$ cat src/rtl/dvs_aer_event_receiver.sv
// DVS camera AER receiver: terminates the 4-phase req/ack handshake, reassembles
// row/column words into timestamped events and presents them on a valid/ready stream.
module dvs_aer_event_receiver #(
  parameter int AER_WIDTH   = 10,
  parameter int X_WIDTH     = 9,
  parameter int Y_WIDTH     = 9,
  parameter int SYNC_STAGES = 2,
  parameter int TS_WIDTH    = 16,
  parameter int ERR_WIDTH   = 8
) (
  input  logic                 clk,
  input  logic                 rst_n,
  input  logic [AER_WIDTH-1:0] aer,
  input  logic                 xsel,
  input  logic                 req,
  output logic                 ack,
  output logic                 ev_valid,
  input  logic                 ev_ready,
  output logic [X_WIDTH-1:0]   ev_x,
  output logic [Y_WIDTH-1:0]   ev_y,
  output logic                 ev_pol,
  output logic [TS_WIDTH-1:0]  ev_ts,
  output logic [ERR_WIDTH-1:0] err_cnt
);

  typedef enum logic [1:0] {
    S_IDLE,
    S_STALL,
    S_ACK
  } state_t;

  state_t                 state_q, state_d;
  logic [SYNC_STAGES-1:0] sync_q, sync_d;
  logic [TS_WIDTH-1:0]    ts_q, ts_d;
  logic                   row_valid_q, row_valid_d;
  logic [Y_WIDTH-1:0]     y_q, y_d;
  logic [X_WIDTH-1:0]     pend_x_q, pend_x_d;
  logic                   pend_pol_q, pend_pol_d;
  logic [TS_WIDTH-1:0]    pend_ts_q, pend_ts_d;
  logic [ERR_WIDTH-1:0]   err_q, err_d;
  logic                   ack_q, ack_d;
  logic                   ev_valid_q, ev_valid_d;
  logic [X_WIDTH-1:0]     ev_x_q, ev_x_d;
  logic [Y_WIDTH-1:0]     ev_y_q, ev_y_d;
  logic                   ev_pol_q, ev_pol_d;
  logic [TS_WIDTH-1:0]    ev_ts_q, ev_ts_d;

  logic               req_s;
  logic               slot_free;
  logic [Y_WIDTH-1:0] row_y;
  logic [X_WIDTH-1:0] col_x;
  logic               col_pol;

  assign req_s     = sync_q[SYNC_STAGES-1];
  assign slot_free = !ev_valid_q || ev_ready;
  assign row_y     = aer[Y_WIDTH-1:0];
  assign col_x     = aer[X_WIDTH:1];
  assign col_pol   = aer[0];

  always_comb begin
    // NOTE: every signal written here gets a default first, so no path leaves it unassigned and no latch is inferred.
    state_d     = state_q;
    sync_d      = {sync_q[SYNC_STAGES-2:0], req};
    ts_d        = ts_q + TS_WIDTH'(1);
    row_valid_d = row_valid_q;
    y_d         = y_q;
    pend_x_d    = pend_x_q;
    pend_pol_d  = pend_pol_q;
    pend_ts_d   = pend_ts_q;
    err_d       = err_q;
    ev_valid_d  = ev_valid_q && !ev_ready;
    ev_x_d      = ev_x_q;
    ev_y_d      = ev_y_q;
    ev_pol_d    = ev_pol_q;
    ev_ts_d     = ev_ts_q;

    unique case (state_q)
      S_IDLE: begin
        if (req_s) begin
          if (!xsel) begin
            // Row words bypass the output slot so they can never be blocked.
            y_d         = row_y;
            row_valid_d = 1'b1;
            state_d     = S_ACK;
          end else if (!row_valid_q) begin
            if (err_q != '1) err_d = err_q + ERR_WIDTH'(1);
            state_d = S_ACK;
          end else begin
            pend_x_d   = col_x;
            pend_pol_d = col_pol;
            pend_ts_d  = ts_q;
            if (slot_free) begin
              ev_valid_d = 1'b1;
              ev_x_d     = col_x;
              ev_y_d     = y_q;
              ev_pol_d   = col_pol;
              ev_ts_d    = ts_q;
              state_d    = S_ACK;
            end else begin
              state_d = S_STALL;
            end
          end
        end
      end
      S_STALL: begin
        // Withholding ack here is what back-pressures the camera.
        if (slot_free) begin
          ev_valid_d = 1'b1;
          ev_x_d     = pend_x_q;
          ev_y_d     = y_q;
          ev_pol_d   = pend_pol_q;
          ev_ts_d    = pend_ts_q;
          state_d    = S_ACK;
        end
      end
      S_ACK: begin
        if (!req_s) state_d = S_IDLE;
      end
      default: state_d = S_IDLE;
    endcase

    ack_d = (state_d == S_ACK);
  end

  always_ff @(posedge clk or negedge rst_n) begin
    if (!rst_n) begin
      state_q     <= S_IDLE;
      sync_q      <= '0;
      ts_q        <= '0;
      row_valid_q <= 1'b0;
      y_q         <= '0;
      pend_x_q    <= '0;
      pend_pol_q  <= 1'b0;
      pend_ts_q   <= '0;
      err_q       <= '0;
      ack_q       <= 1'b0;
      ev_valid_q  <= 1'b0;
      ev_x_q      <= '0;
      ev_y_q      <= '0;
      ev_pol_q    <= 1'b0;
      ev_ts_q     <= '0;
    end else begin
      // NOTE: non-blocking assignments so every flop samples pre-edge values regardless of statement order.
      state_q     <= state_d;
      sync_q      <= sync_d;
      ts_q        <= ts_d;
      row_valid_q <= row_valid_d;
      y_q         <= y_d;
      pend_x_q    <= pend_x_d;
      pend_pol_q  <= pend_pol_d;
      pend_ts_q   <= pend_ts_d;
      err_q       <= err_d;
      ack_q       <= ack_d;
      ev_valid_q  <= ev_valid_d;
      ev_x_q      <= ev_x_d;
      ev_y_q      <= ev_y_d;
      ev_pol_q    <= ev_pol_d;
      ev_ts_q     <= ev_ts_d;
    end
  end

  assign ack      = ack_q;
  assign ev_valid = ev_valid_q;
  assign ev_x     = ev_x_q;
  assign ev_y     = ev_y_q;
  assign ev_pol   = ev_pol_q;
  assign ev_ts    = ev_ts_q;
  assign err_cnt  = err_q;

endmodule

$ cat config.mk
export PLATFORM = sky130hd
export DESIGN_NAME = dvs_aer_event_receiver
export DESIGN_NICKNAME = d
export VERILOG_FILES = /design/src/rtl/dvs_aer_event_receiver.sv
export SDC_FILE = /design/constraint.sdc
export NUM_CORES = 1
export LEC_CHECK = 0
export CAP_MARGIN = 0
export CORE_AREA = 2 2 122 65
export CTS_BUF_LIST = sky130_fd_sc_hd__clkbuf_2
export DETAILED_ROUTE_END_ITERATION = 16
export DIE_AREA = 0 0 124 67
export DONT_BUFFER_PORTS = 1
export PLACE_DENSITY_LB_ADDON = 0.25
export SLEW_MARGIN = 5
export SYNTH_ARGS = -nofsm -noshare
export SYNTH_HDL_FRONTEND = slang
export SYNTH_SLANG_ARGS = --single-unit
$ cat constraint.sdc
create_clock -name clk -period 1.6 [get_ports clk]
set_input_delay 0.24 -clock clk [delete_from_list [all_inputs] [get_ports clk]]
set_output_delay 0.24 -clock clk [all_outputs]
set_load 0.02 [all_outputs]
==> flow_summary.ini <==
[drt]
drc = 0
viasPerCell = 5.61
drtPass1Iterations = 4
first_iter_violations = 212
via_count = 2700
routed_wire_length_per_instance_um = 19.1
ant_nets = 0
drt-total-wl_mm = 9.20

[floorplan]
fp.coreArea_um2 = 7160
die_h_um = 67
die_w_um = 124
pin_count = 60
rows = 22
die-area_um2 = 8310
start_util_pct = 58.0

[critical_path]
worstSetupEndpointType = flip-flop
reg2reg_from = state_q[0]
cp.arrival_ns = 2.28
r2r.worst_path.cells = 4
worstReg2RegEnd = err_cnt[5]
cp-startpoint = state_q[0]
path_class = reg2reg
slowest_stage = or4b_4
ff2ff_setup_slack_ns = -0.16
worstPathRequired_ns = 2.11
cp_cell_sequence = nand2b_4, or4b_4, nor3_1, xor2_1
slowest_delay_ns = 0.57
cp-start-kind = flip-flop
worstPathMaxFanout = 7

[timing]
rsz0062_at_grt = true
final.setup_skew_ns = 0.0209
max_freq_mhz = 567
setup_viol = 48
hold_viol = 101
tns_ns = -3.38
whs_ns = -0.679
finalMaxSlewViolations = 0
period_share_pct = 110
setup_ws_ns = -0.163
relSlewSlack_pct = 64.1
finalCriticalPeriod_ns = 1.76
worstMarginPinSlew_ns = 0.537

[power]
sw_frac_of_total_pct = 31.3
p_seq_share_pct = 64.5
p_sw_mw = 1.73
intPower_mw = 3.81
power.leakage_nw = 2.23
ir_drop_mv = 0.608
combPwrFrac_pct = 14.8
pwr-share-clk_pct = 20.6
powerDensity_nw_per_um2 = 1070

[clocking]
numCtsBuffers = 9
clock_path_buffers = 2
postCtsHoldBufs = 13
path_clk_slew_ns = 0.25
cts_tree = built
root_buffer = clkbuf_2
h-tree-depth = 3
clock_sinks = 101
clock_latency_ns = 0.57

[yosys]
syn_inst = 321
ys_async_sr_fraction_pct = 100
synth_area_um2 = 4150
synthTopCellsByArea = dfrtp_1 (61%), mux2_2 (12%), mux2i_1 (6.0%)
synth_ff_type = dfrtp_1
synth_edf_count = 0
yosysUniqueCellTypes = 32
synth_top_area_share_pct = 60.9
yosysTopAreaCell = dfrtp_1
synth_warnings = 0
synth_nets = 338
synth-seq-cells = 101
yosysSeqAreaShare_pct = 60.9
avgSynthCellArea_um2 = 12.9

[final_layout]
final_cell_mix = dfrtp_1 (98), buf_4 (34), nor2_1 (33), mux2_4 (30), a21oi_1 (29)
syn_to_final_growth_pct = 24.8
num_antenna_cells = 0
mostFrequentLayoutCell = dfrtp_1
multiInputGateArea_um2 = 1760
stdcell_count = 481
fin_area_um2 = 5180
regArea_um2 = 2530
fin_nets = 398
fillCellCount = 478
drive_above_1_share_pct = 33.8

[hold_path]
hold_path_class = in2async

[grt]
track_usage_pct = 24.0
grt_pass1_vias = 2808
antenna_found_initial = 0
grt_max_degree = 102
grt_remaining_overflow = 0
grt_pass1_wl_mm = 14.6

[job]
drv_cap = 0

[placement]
dp_cells = 435
port_buffers = 0
dp_hpwl_mm = 5.17
place_area_um2 = 4500
place_congestion = 0.793

[run_status]
violations = hold timing, setup timing
status = complete, but fails checks
[cell type report]
class	count	area share, %
Clock inverter	3	0.725
Multi-Input combinational cell	206	34.0
Sequential cell	101	48.9
Inverter	1	0.0725
Tap cell	96	2.32
Clock buffer	12	1.16
Timing Repair Buffer	62	12.9
[synthesized netlist by cell type, types with 4 or more instances]
cell type  instances
a21oi_1           29
buf_2              9
clkbuf_1           4
dfrtp_1          101
mux2_2            45
mux2i_1           25
nand2_1            8
nand3_1            7
nand4_1            7
nor2_1            35
nor3_1             6
xnor2_1            9
xor2_1            10
[metal layers]
metal	up-vias	GRT usage (%)	routed length, um
met1	1376	31.4	4170
met5	-	0	0
met4	0	5.34	45
li1	1245	-	-
met3	6	9.08	643
met2	73	38.4	4330
[critical path: cells and delay by family (launching register included)]
| family | cells | cell delay, ns |
|---|---|---|
| XOR/XNOR | 1 | 0.18 |
| flip-flops | 1 | 0.46 |
| AND/OR/NAND/NOR | 3 | 1.07 |
[power groups by stage]
stage	Sequential (mW)	Clock (mW)	Combinational, mW
final	3.58	1.15	0.823
after global routing	3.64	1.27	0.899
after CTS	3.58	1.16	0.784
after detailed placement	3.63	0	0.628
after global placement	3.61	0	0.586
after floorplan	3.57	0	0.447
[worst max-delay path by stage]
| stage | end | slack [ns] | depth (start not counted) |
|---|---|---|---|
| final | err_cnt[5] | -0.16 | 4 |
| after floorplan | err_cnt[7] | -0.15 | 5 |
| after CTS | err_cnt[6] | -0.15 | 4 |
| after global placement | ev_x[4] | -0.34 | 5 |
| after global routing | err_cnt[6] | -0.22 | 4 |
| after detailed placement | ev_ts[2] | -0.38 | 5 |
[registers in the layout, indices dropped and copies added, names as in the netlist, 2 cells and up]
signal,flops
state_q,2
ev_ts,16
sync_q,2
pend_ts_q,16
y_q,9
err_cnt,8
ts_q,16
ev_y,9
ev_x,9
pend_x_q,9
[cells by family (layout without fill, tap and decap cells)]
kind of cell	after synthesis	in the layout	share of synthesized area (%)
compound gates	31	31	3.77
xor+xnor	19	19	4.01
fa+ha+maj	2	2	0.603
buf+inv	15	78	1.81
flops	101	101	60.9
mux	72	72	18.8
simple gates	81	82	10.1
[metrics by stage]
step | hold WS, ns | power (mW) | setup slack [ns] | util, %
CTS | -0.708 | 5.52 | -0.149 | 70.4
global route | -0.763 | 5.81 | -0.223 | 72.3
finish | -0.679 | 5.55 | -0.163 | 72.3
floorplan | -0.0556 | 4.02 | -0.146 | -
global placement | -0.0531 | 4.19 | -0.345 | 62.8
detailed placement | -0.0531 | 4.26 | -0.383 | 62.8
[timing repair]
action,CTS,global route
cloned,3,1
setup buffers,9,5
pin swaps,6,2
endpoints found under the hold margin,134,101
gates resized for setup,36,17
endpoints found under the setup margin,69,79
No activity file was read; power rests on OpenSTA's default activity.
